File: src/rtl/softex_pkg.sv
`default_nettype none
// ============================================================================
// Module      : softex_pkg
// Description : BF16 score format, ordering-key helpers and tracker flags.
// Revision    : 1.0
// ============================================================================
package softex_pkg;

   localparam int unsigned c_EXP_BITS = 8;
   localparam int unsigned c_MAN_BITS = 7;
   localparam int unsigned c_FP_WIDTH = 1 + c_EXP_BITS + c_MAN_BITS;

   typedef logic [c_FP_WIDTH-1:0] fp_t;

   localparam fp_t c_SIGN_MSB = {1'b1, {(c_FP_WIDTH-1){1'b0}}};
   localparam fp_t c_NEG_INF  = {1'b1, {c_EXP_BITS{1'b1}}, {c_MAN_BITS{1'b0}}};

   typedef struct packed {
      logic nan;
      logic max_upd;
   } max_tracker_flags_t;

   // Monotonic unsigned key: -0 folds onto +0 so signed zeros compare equal.
   function automatic fp_t fp_ord_key(input fp_t x);
      fp_t v;
      v = (x == c_SIGN_MSB) ? '0 : x;
      return v[c_FP_WIDTH-1] ? ~v : (v | c_SIGN_MSB);
   endfunction

   function automatic logic fp_is_nan(input fp_t x);
      return (&x[c_FP_WIDTH-2 -: c_EXP_BITS]) && (|x[c_MAN_BITS-1:0]);
   endfunction

endpackage
`default_nettype wire

File: src/rtl/softex_max_tracker_if.sv
`default_nettype none
// ============================================================================
// Module      : softex_max_tracker_if
// Description : Input/output vector stream of the running-max tracker.
// Revision    : 1.0
// ============================================================================
interface softex_max_tracker_if
   import softex_pkg::*;
#(
   parameter int unsigned N_LANES = 16
);

   localparam int unsigned WIDTH = c_FP_WIDTH;

   logic                     valid_i;
   logic                     ready_o;
   logic [N_LANES*WIDTH-1:0] data_i;
   logic [N_LANES-1:0]       strb_i;
   logic                     last_i;

   logic                     valid_o;
   logic                     ready_i;
   logic [N_LANES*WIDTH-1:0] data_o;
   logic [N_LANES-1:0]       strb_o;
   logic                     last_o;
   logic [WIDTH-1:0]         max_o;
   logic [WIDTH-1:0]         old_max_o;
   logic                     max_upd_o;
   logic                     nan_o;

   modport master (
      output valid_i, data_i, strb_i, last_i, ready_i,
      input  ready_o, valid_o, data_o, strb_o, last_o,
             max_o, old_max_o, max_upd_o, nan_o
   );

   modport slave (
      input  valid_i, data_i, strb_i, last_i, ready_i,
      output ready_o, valid_o, data_o, strb_o, last_o,
             max_o, old_max_o, max_upd_o, nan_o
   );

endinterface
`default_nettype wire

File: src/rtl/softex_max_tree.sv
`default_nettype none
// ============================================================================
// Module      : softex_max_tree
// Description : Combinational ordered-max reduction with strobe/NaN masking.
// Revision    : 1.0
// ============================================================================
module softex_max_tree
   import softex_pkg::*;
#(
   parameter int unsigned N_LANES = 16
)(
   input  logic [N_LANES*c_FP_WIDTH-1:0] data_i,
   input  logic [N_LANES-1:0]            strb_i,
   output fp_t                           max_o,
   output logic                          nan_o
);

   localparam int N_PAD = (N_LANES < 2) ? 2 : (1 << $clog2(N_LANES));

   // Heap-ordered binary tree: leaves at [N_PAD-1 +: N_PAD], root at 0.
   fp_t  w_node [0:2*N_PAD-2];
   fp_t  w_lane;
   logic w_nan;

   always_comb begin
      w_nan  = 1'b0;
      w_lane = '0;
      for (int i = 0; i < 2*N_PAD-1; i++) begin
         w_node[i] = c_NEG_INF;
      end
      for (int i = 0; i < int'(N_LANES); i++) begin
         w_lane = data_i[i*c_FP_WIDTH +: c_FP_WIDTH];
         if (strb_i[i]) begin
            if (fp_is_nan(w_lane)) begin
               w_nan = 1'b1;
            end else begin
               w_node[N_PAD-1+i] = w_lane;
            end
         end
      end
      // Ties keep the left child, so the lowest lane wins among equals.
      for (int i = N_PAD-2; i >= 0; i--) begin
         w_node[i] = (fp_ord_key(w_node[2*i+2]) > fp_ord_key(w_node[2*i+1]))
                     ? w_node[2*i+2] : w_node[2*i+1];
      end
   end

   assign max_o = w_node[0];
   assign nan_o = w_nan;

endmodule
`default_nettype wire

File: src/rtl/softex_max_tracker.sv
`default_nettype none
// ============================================================================
// Module      : softex_max_tracker
// Description : Two-stage row-wise running-max tracker ahead of softmax accum.
// Revision    : 1.0
// ============================================================================
module softex_max_tracker
   import softex_pkg::*;
#(
   parameter int unsigned N_LANES = 16
)(
   input  logic                       clk_i,
   input  logic                       rst_ni,
   input  logic                       clear_i,
   softex_max_tracker_if.slave        bus
);

   localparam int unsigned WIDTH = c_FP_WIDTH;

   fp_t                      w_tree_max;
   logic                     w_tree_nan;

   logic                     r_s1_valid;
   logic [N_LANES*WIDTH-1:0] r_s1_data;
   logic [N_LANES-1:0]       r_s1_strb;
   logic                     r_s1_last;
   fp_t                      r_s1_max;

   logic                     r_s2_valid;
   logic [N_LANES*WIDTH-1:0] r_s2_data;
   logic [N_LANES-1:0]       r_s2_strb;
   logic                     r_s2_last;
   fp_t                      r_s2_max;

   fp_t                      r_run_max;
   logic                     r_nan;

   logic                     w_s1_ready;
   logic                     w_s2_ready;
   logic                     w_in_ready;
   logic                     w_in_hs;
   logic                     w_out_hs;
   logic                     w_upd;
   fp_t                      w_max;
   max_tracker_flags_t       w_flags;

   softex_max_tree #(
      .N_LANES (N_LANES)
   ) u_tree (
      .data_i  (bus.data_i),
      .strb_i  (bus.strb_i),
      .max_o   (w_tree_max),
      .nan_o   (w_tree_nan)
   );

   assign w_s2_ready = !r_s2_valid || bus.ready_i;
   assign w_s1_ready = !r_s1_valid || w_s2_ready;
   assign w_in_ready = w_s1_ready && !clear_i;
   assign w_in_hs    = bus.valid_i && w_in_ready;
   assign w_out_hs   = r_s2_valid && bus.ready_i;

   assign w_upd   = fp_ord_key(r_s2_max) > fp_ord_key(r_run_max);
   assign w_max   = w_upd ? r_s2_max : r_run_max;
   assign w_flags = '{nan: r_nan, max_upd: w_upd};

   always_ff @(posedge clk_i or negedge rst_ni) begin
      if (!rst_ni) begin
         r_s1_valid <= 1'b0;
         r_s1_data  <= '0;
         r_s1_strb  <= '0;
         r_s1_last  <= 1'b0;
         r_s1_max   <= c_NEG_INF;
      end else if (clear_i) begin
         r_s1_valid <= 1'b0;
         r_s1_data  <= '0;
         r_s1_strb  <= '0;
         r_s1_last  <= 1'b0;
         r_s1_max   <= c_NEG_INF;
      end else if (w_s1_ready) begin
         r_s1_valid <= bus.valid_i;
         if (bus.valid_i) begin
            r_s1_data <= bus.data_i;
            r_s1_strb <= bus.strb_i;
            r_s1_last <= bus.last_i;
            r_s1_max  <= w_tree_max;
         end
      end
   end

   always_ff @(posedge clk_i or negedge rst_ni) begin
      if (!rst_ni) begin
         r_s2_valid <= 1'b0;
         r_s2_data  <= '0;
         r_s2_strb  <= '0;
         r_s2_last  <= 1'b0;
         r_s2_max   <= c_NEG_INF;
      end else if (clear_i) begin
         r_s2_valid <= 1'b0;
         r_s2_data  <= '0;
         r_s2_strb  <= '0;
         r_s2_last  <= 1'b0;
         r_s2_max   <= c_NEG_INF;
      end else if (w_s2_ready) begin
         r_s2_valid <= r_s1_valid;
         if (r_s1_valid) begin
            r_s2_data <= r_s1_data;
            r_s2_strb <= r_s1_strb;
            r_s2_last <= r_s1_last;
            r_s2_max  <= r_s1_max;
         end
      end
   end

   // The row max restarts on the same edge that hands the next row's first vector to stage 2.
   always_ff @(posedge clk_i or negedge rst_ni) begin
      if (!rst_ni) begin
         r_run_max <= c_NEG_INF;
         r_nan     <= 1'b0;
      end else if (clear_i) begin
         r_run_max <= c_NEG_INF;
         r_nan     <= 1'b0;
      end else begin
         if (w_out_hs) begin
            r_run_max <= r_s2_last ? c_NEG_INF : w_max;
         end
         if (w_in_hs && w_tree_nan) begin
            r_nan <= 1'b1;
         end
      end
   end

   assign bus.ready_o   = w_in_ready;
   assign bus.valid_o   = r_s2_valid;
   assign bus.data_o    = r_s2_data;
   assign bus.strb_o    = r_s2_strb;
   assign bus.last_o    = r_s2_last;
   assign bus.max_o     = w_max;
   assign bus.old_max_o = r_run_max;
   assign bus.max_upd_o = w_flags.max_upd;
   assign bus.nan_o     = w_flags.nan;

endmodule
`default_nettype wire

File: src/flat_wrapper.sv
// flat-port wrapper written by rule: the top's interface ports become plain ports
module softex_max_tracker_flat import softex_pkg::*;
#(
   parameter int unsigned N_LANES = 16
)
  (clk_i, rst_ni, clear_i, bus_valid_i, bus_data_i, bus_strb_i, bus_last_i, bus_ready_i, bus_ready_o, bus_valid_o, bus_data_o, bus_strb_o, bus_last_o, bus_max_o, bus_old_max_o, bus_max_upd_o, bus_nan_o);
  softex_max_tracker_if #(.N_LANES(N_LANES)) bus_i ();
  input  logic clk_i;
  input  logic rst_ni;
  input  logic clear_i;
  input wire logic [$bits(bus_i.valid_i)-1:0] bus_valid_i;
  input wire logic [$bits(bus_i.data_i)-1:0] bus_data_i;
  input wire logic [$bits(bus_i.strb_i)-1:0] bus_strb_i;
  input wire logic [$bits(bus_i.last_i)-1:0] bus_last_i;
  input wire logic [$bits(bus_i.ready_i)-1:0] bus_ready_i;
  output wire logic [$bits(bus_i.ready_o)-1:0] bus_ready_o;
  output wire logic [$bits(bus_i.valid_o)-1:0] bus_valid_o;
  output wire logic [$bits(bus_i.data_o)-1:0] bus_data_o;
  output wire logic [$bits(bus_i.strb_o)-1:0] bus_strb_o;
  output wire logic [$bits(bus_i.last_o)-1:0] bus_last_o;
  output wire logic [$bits(bus_i.max_o)-1:0] bus_max_o;
  output wire logic [$bits(bus_i.old_max_o)-1:0] bus_old_max_o;
  output wire logic [$bits(bus_i.max_upd_o)-1:0] bus_max_upd_o;
  output wire logic [$bits(bus_i.nan_o)-1:0] bus_nan_o;
  assign bus_i.valid_i = bus_valid_i;
  assign bus_i.data_i = bus_data_i;
  assign bus_i.strb_i = bus_strb_i;
  assign bus_i.last_i = bus_last_i;
  assign bus_i.ready_i = bus_ready_i;
  assign bus_ready_o = bus_i.ready_o;
  assign bus_valid_o = bus_i.valid_o;
  assign bus_data_o = bus_i.data_o;
  assign bus_strb_o = bus_i.strb_o;
  assign bus_last_o = bus_i.last_o;
  assign bus_max_o = bus_i.max_o;
  assign bus_old_max_o = bus_i.old_max_o;
  assign bus_max_upd_o = bus_i.max_upd_o;
  assign bus_nan_o = bus_i.nan_o;
  softex_max_tracker #(.N_LANES(N_LANES)) u_core (.clk_i(clk_i), .rst_ni(rst_ni), .clear_i(clear_i), .bus(bus_i));
endmodule
File: config.mk
export PLATFORM = sky130hd
export DESIGN_NAME = softex_max_tracker_flat
export DESIGN_NICKNAME = d
export VERILOG_FILES = /design/src/rtl/softex_pkg.sv /design/src/rtl/softex_max_tracker_if.sv /design/src/rtl/softex_max_tree.sv /design/src/rtl/softex_max_tracker.sv /design/src/flat_wrapper.sv
export SDC_FILE = /design/constraint.sdc
export NUM_CORES = 2
export LEC_CHECK = 0
export ABC_AREA = 1
export BUFFER_PORTS_ARGS = -buffer_cell sky130_fd_sc_hd__buf_2
export CELL_PAD_IN_SITES_DETAIL_PLACEMENT = 1
export CELL_PAD_IN_SITES_GLOBAL_PLACEMENT = 1
export CORE_MARGIN = 4
export CORE_UTILIZATION = 40
export CTS_CLUSTER_DIAMETER = 100
export DETAILED_ROUTE_END_ITERATION = 8
export GPL_TIMING_DRIVEN = 1
export MAX_ROUTING_LAYER = met4
export PLACE_DENSITY = 0.77
export SLEW_MARGIN = 20
export SYNTH_ARGS = -nofsm -noshare
export SYNTH_HDL_FRONTEND = slang
export SYNTH_SLANG_ARGS = --single-unit
File: constraint.sdc
create_clock -name clk_i -period 6 [get_ports clk_i]
set_input_delay 1.5 -clock clk_i [delete_from_list [all_inputs] [get_ports clk_i]]
set_output_delay 1.5 -clock clk_i [all_outputs]
set_load 0.1 [all_outputs]
==> impl_metrics.ini <==
[final_layout]
fin_area_um2 = 63800
n_fill_cell = 12200
fin_cells = 8974
fin_nets = 8084
multi_input_area_um2 = 25100
final-seq-area_um2 = 15000
drive_gt1_frac = 0.415
layout_commonest_cell = buf_4
area_growth_pct = 57.3
final_cell_mix = 1483 x buf_4, 924 x nand2_1, 744 x inv_1

[setup_path]
crit_arrival_ps = 12800
r2r-start = u_core.bus.old_max_o[15]
required_ps = 6530
worstSetupPathType = in -> reg
cp_slowest_cell = nor4_1
ff2ff_path_depth = 19
r2r_slack_ps = 2340
max_stage_delay_ps = 480
cp_max_fo = 9
cp-start-kind = input pin
reg2reg_to = u_core.bus.old_max_o[10]
worst_path_most_repeated_cell = nand2_1
end_kind = flop

[clock_tree]
clk_pin_slew_ps = 60
holdBufCountCts = 0
htreeDepth = 3
numClockSinks = 597
tritoncts = yes
worstSkewPairLatency_ps = 680
cts_buffer_depth = 3
numCtsBuffers = 71
cts_root_buffer = clkbuf_16

[pwr]
powerDensity_nw_per_um2 = 636
vdd_ir_drop_max_mv = 1.67
power_mw = 40.6
leakage_nw = 32.9

[outcome]
status = complete, but fails checks
violations = negative setup slack

[sta]
relSlewSlack = 0.291
min_period_ps = 12270
setup_viol = 16
final-hold-violation-count = 0
setup_ws_ps = -6270
setup_tns_ps = -99610
drv_slew = 0
grt_setup_unrepaired = true
fin_crit_sh = 2.04
fmax_mhz = 81.5
tightestPinTransition_ps = 1060
finClkSkew_ps = 36.4

[detailed_routing]
drc = 0
first_pass_iters = 6
routed_wl_mm = 235
viasPerCell = 5.86
routed-via-count = 52600
drt-initial-drc-count = 4563
wire_per_inst_um = 26.2
drtAntennaViolNets = 0

[synthesis]
synth_top_area_share = 0.351
synth_cell_types = 62
yosys.area.top_type = dfrtp_1
synth_area_um2 = 40600
avgSynthCellArea_um2 = 7.39
synth.area.top_cells = dfrtp_1 35%, nand2_1 10%, ha_1 7.9%, inv_1 7.4%, o21ai_0 6.8%
synthCells = 5495
ys_seq_elements = 597
ys_seq_area_frac = 0.369
yosys_warnings = 0
syn-num-nets = 6028

[worst_hold_path]
hp-start = u_core.bus.data_o[240]
hold_path.class = reg -> reg
hold_path_end = u_core.bus.data_o[240]
hold_depth = 2

[global_routing]
track_usage = 0.363
grt_pass1_wl_mm = 302
antenna_found_initial = 9
grt_overflow = 0
grt_max_degree = 155
met2_usage = 0.621
grtUsageMet1 = 0.436
use_met3 = 0.0482
grt_pass1_vias = 52800
grt_busiest_layer = met2

[die]
core_area_um2 = 100000
initial_core_util = 0.404
ioPinCount = 587
num_rows = 116
fp.dieArea_um2 = 107000
die_w_um = 327
fp.dieH_um = 327

[place]
port_buffers = 586
dp_cells = 8629
place.gp.congestion = 0.943
dpl.hpwl_mm = 136
place_area_um2 = 55800

[run]
cap_viol_max_count = 0
## sequential cells by signal, indices dropped and copies added, names as in the netlist
signal	flops
u_core.bus.data_o	256
u_core.r_s1_data	256
u_core.bus.old_max_o	16
u_core.bus.strb_o	16
u_core.r_s1_max	16
u_core.r_s1_strb	16
u_core.r_s2_max	16
u_core.bus.last_o	1
u_core.bus.nan_o	1
u_core.bus.valid_o	1
u_core.r_s1_last	1
u_core.r_s1_valid	1
## power by group
group | internal [mW] | switching, mW | total (mW)
sequential | 4.29 | 0.137 | 4.42
combinational | 13.0 | 18.2 | 31.2
clock | 2.95 | 2.07 | 5.03
## cell families after synthesis
| kind of cell | share of synthesized area |
|---|---|
| adders and majority gates | 0.0786 |
| and+or+nand+nor | 0.248 |
| AOI/OAI and AO/OA | 0.136 |
| DFF | 0.369 |
| buffers and inverters | 0.104 |
| xor gates and xnor gates | 0.0654 |
## worst max-delay path: cells and delay by family
family | cells | cell delay [ps]
AO/OA/AOI/OAI | 13 | 2170
XOR/XNOR | 2 | 380
adder cells (fa/ha/maj) | 4 | 1210
buffers and inverters | 14 | 1920
AND/OR/NAND/NOR | 45 | 5570
## how the worst max path moves through the flow
stage	startpoint	to	slack (ps)	cells after the start
floorplan	bus_data_i[250]	u_core.r_s1_max[2]	-4660	74
global placement	bus_data_i[29]	u_core.r_s1_max[0]	-6010	81
detailed placement	bus_data_i[29]	u_core.r_s1_max[4]	-6250	82
CTS	bus_data_i[189]	u_core.r_s1_max[14]	-4970	75
global route	bus_data_i[29]	u_core.r_s1_max[3]	-6650	79
finish	bus_data_i[29]	u_core.r_s1_max[5]	-6270	78
## Yosys cell counts (all sizes together)
cell	count
a211oi	1
a21o	4
a21oi	176
a221oi	2
a31o	1
a31oi	6
a41o	1
and2	45
and3b	1
buf	79
clkbuf	143
clkinv	18
dfrtp	570
dfstp	27
ha	255
inv	818
nand2	1140
nand3	383
nand3b	11
nand4	116
nor2	471
nor3	46
nor3b	1
nor4	46
o211ai	2
o21a	6
o21ai	567
o21bai	5
o221ai	1
o22ai	234
o41ai	2
or2	19
or3	1
xnor2	93
xor2	204
## timing repair
item / CTS / global route
gates resized for setup: 257 / 643
cloned: 14 / 16
pin swaps: 58 / 258
setup buffers: 58 / 122
endpoints found under the setup margin: 29 / 32
## area by class of cell
class | count | area share
antenna | 8 | 0.000314
multi-input combinational | 3852 | 0.393
tap | 1357 | 0.0266
timing repair buffer | 2190 | 0.254
clock inverter | 40 | 0.0101
sequential | 597 | 0.235
timing repair inverter | 3 | 0.000431
clock buffer | 91 | 0.0307
inverter | 836 | 0.0505
## per-stage QoR
stage	worst slack, ps	hold slack [ps]	util
2_1_floorplan	-4660	449	-
4_1_cts	-4970	484	0.598
5_1_grt	-6650	505	0.636
3_3_place_gp	-6010	459	0.555
6_report	-6270	476	0.636
3_5_place_dp	-6250	467	0.555
## layer usage
metal | part of all wire | wire, µm
met1 | 0.37 | 86800
met2 | 0.48 | 114000
met3 | 0.074 | 17300
met4 | 0.073 | 17200
met5 | 0 | 0
(Power assumes the default switching activity.)
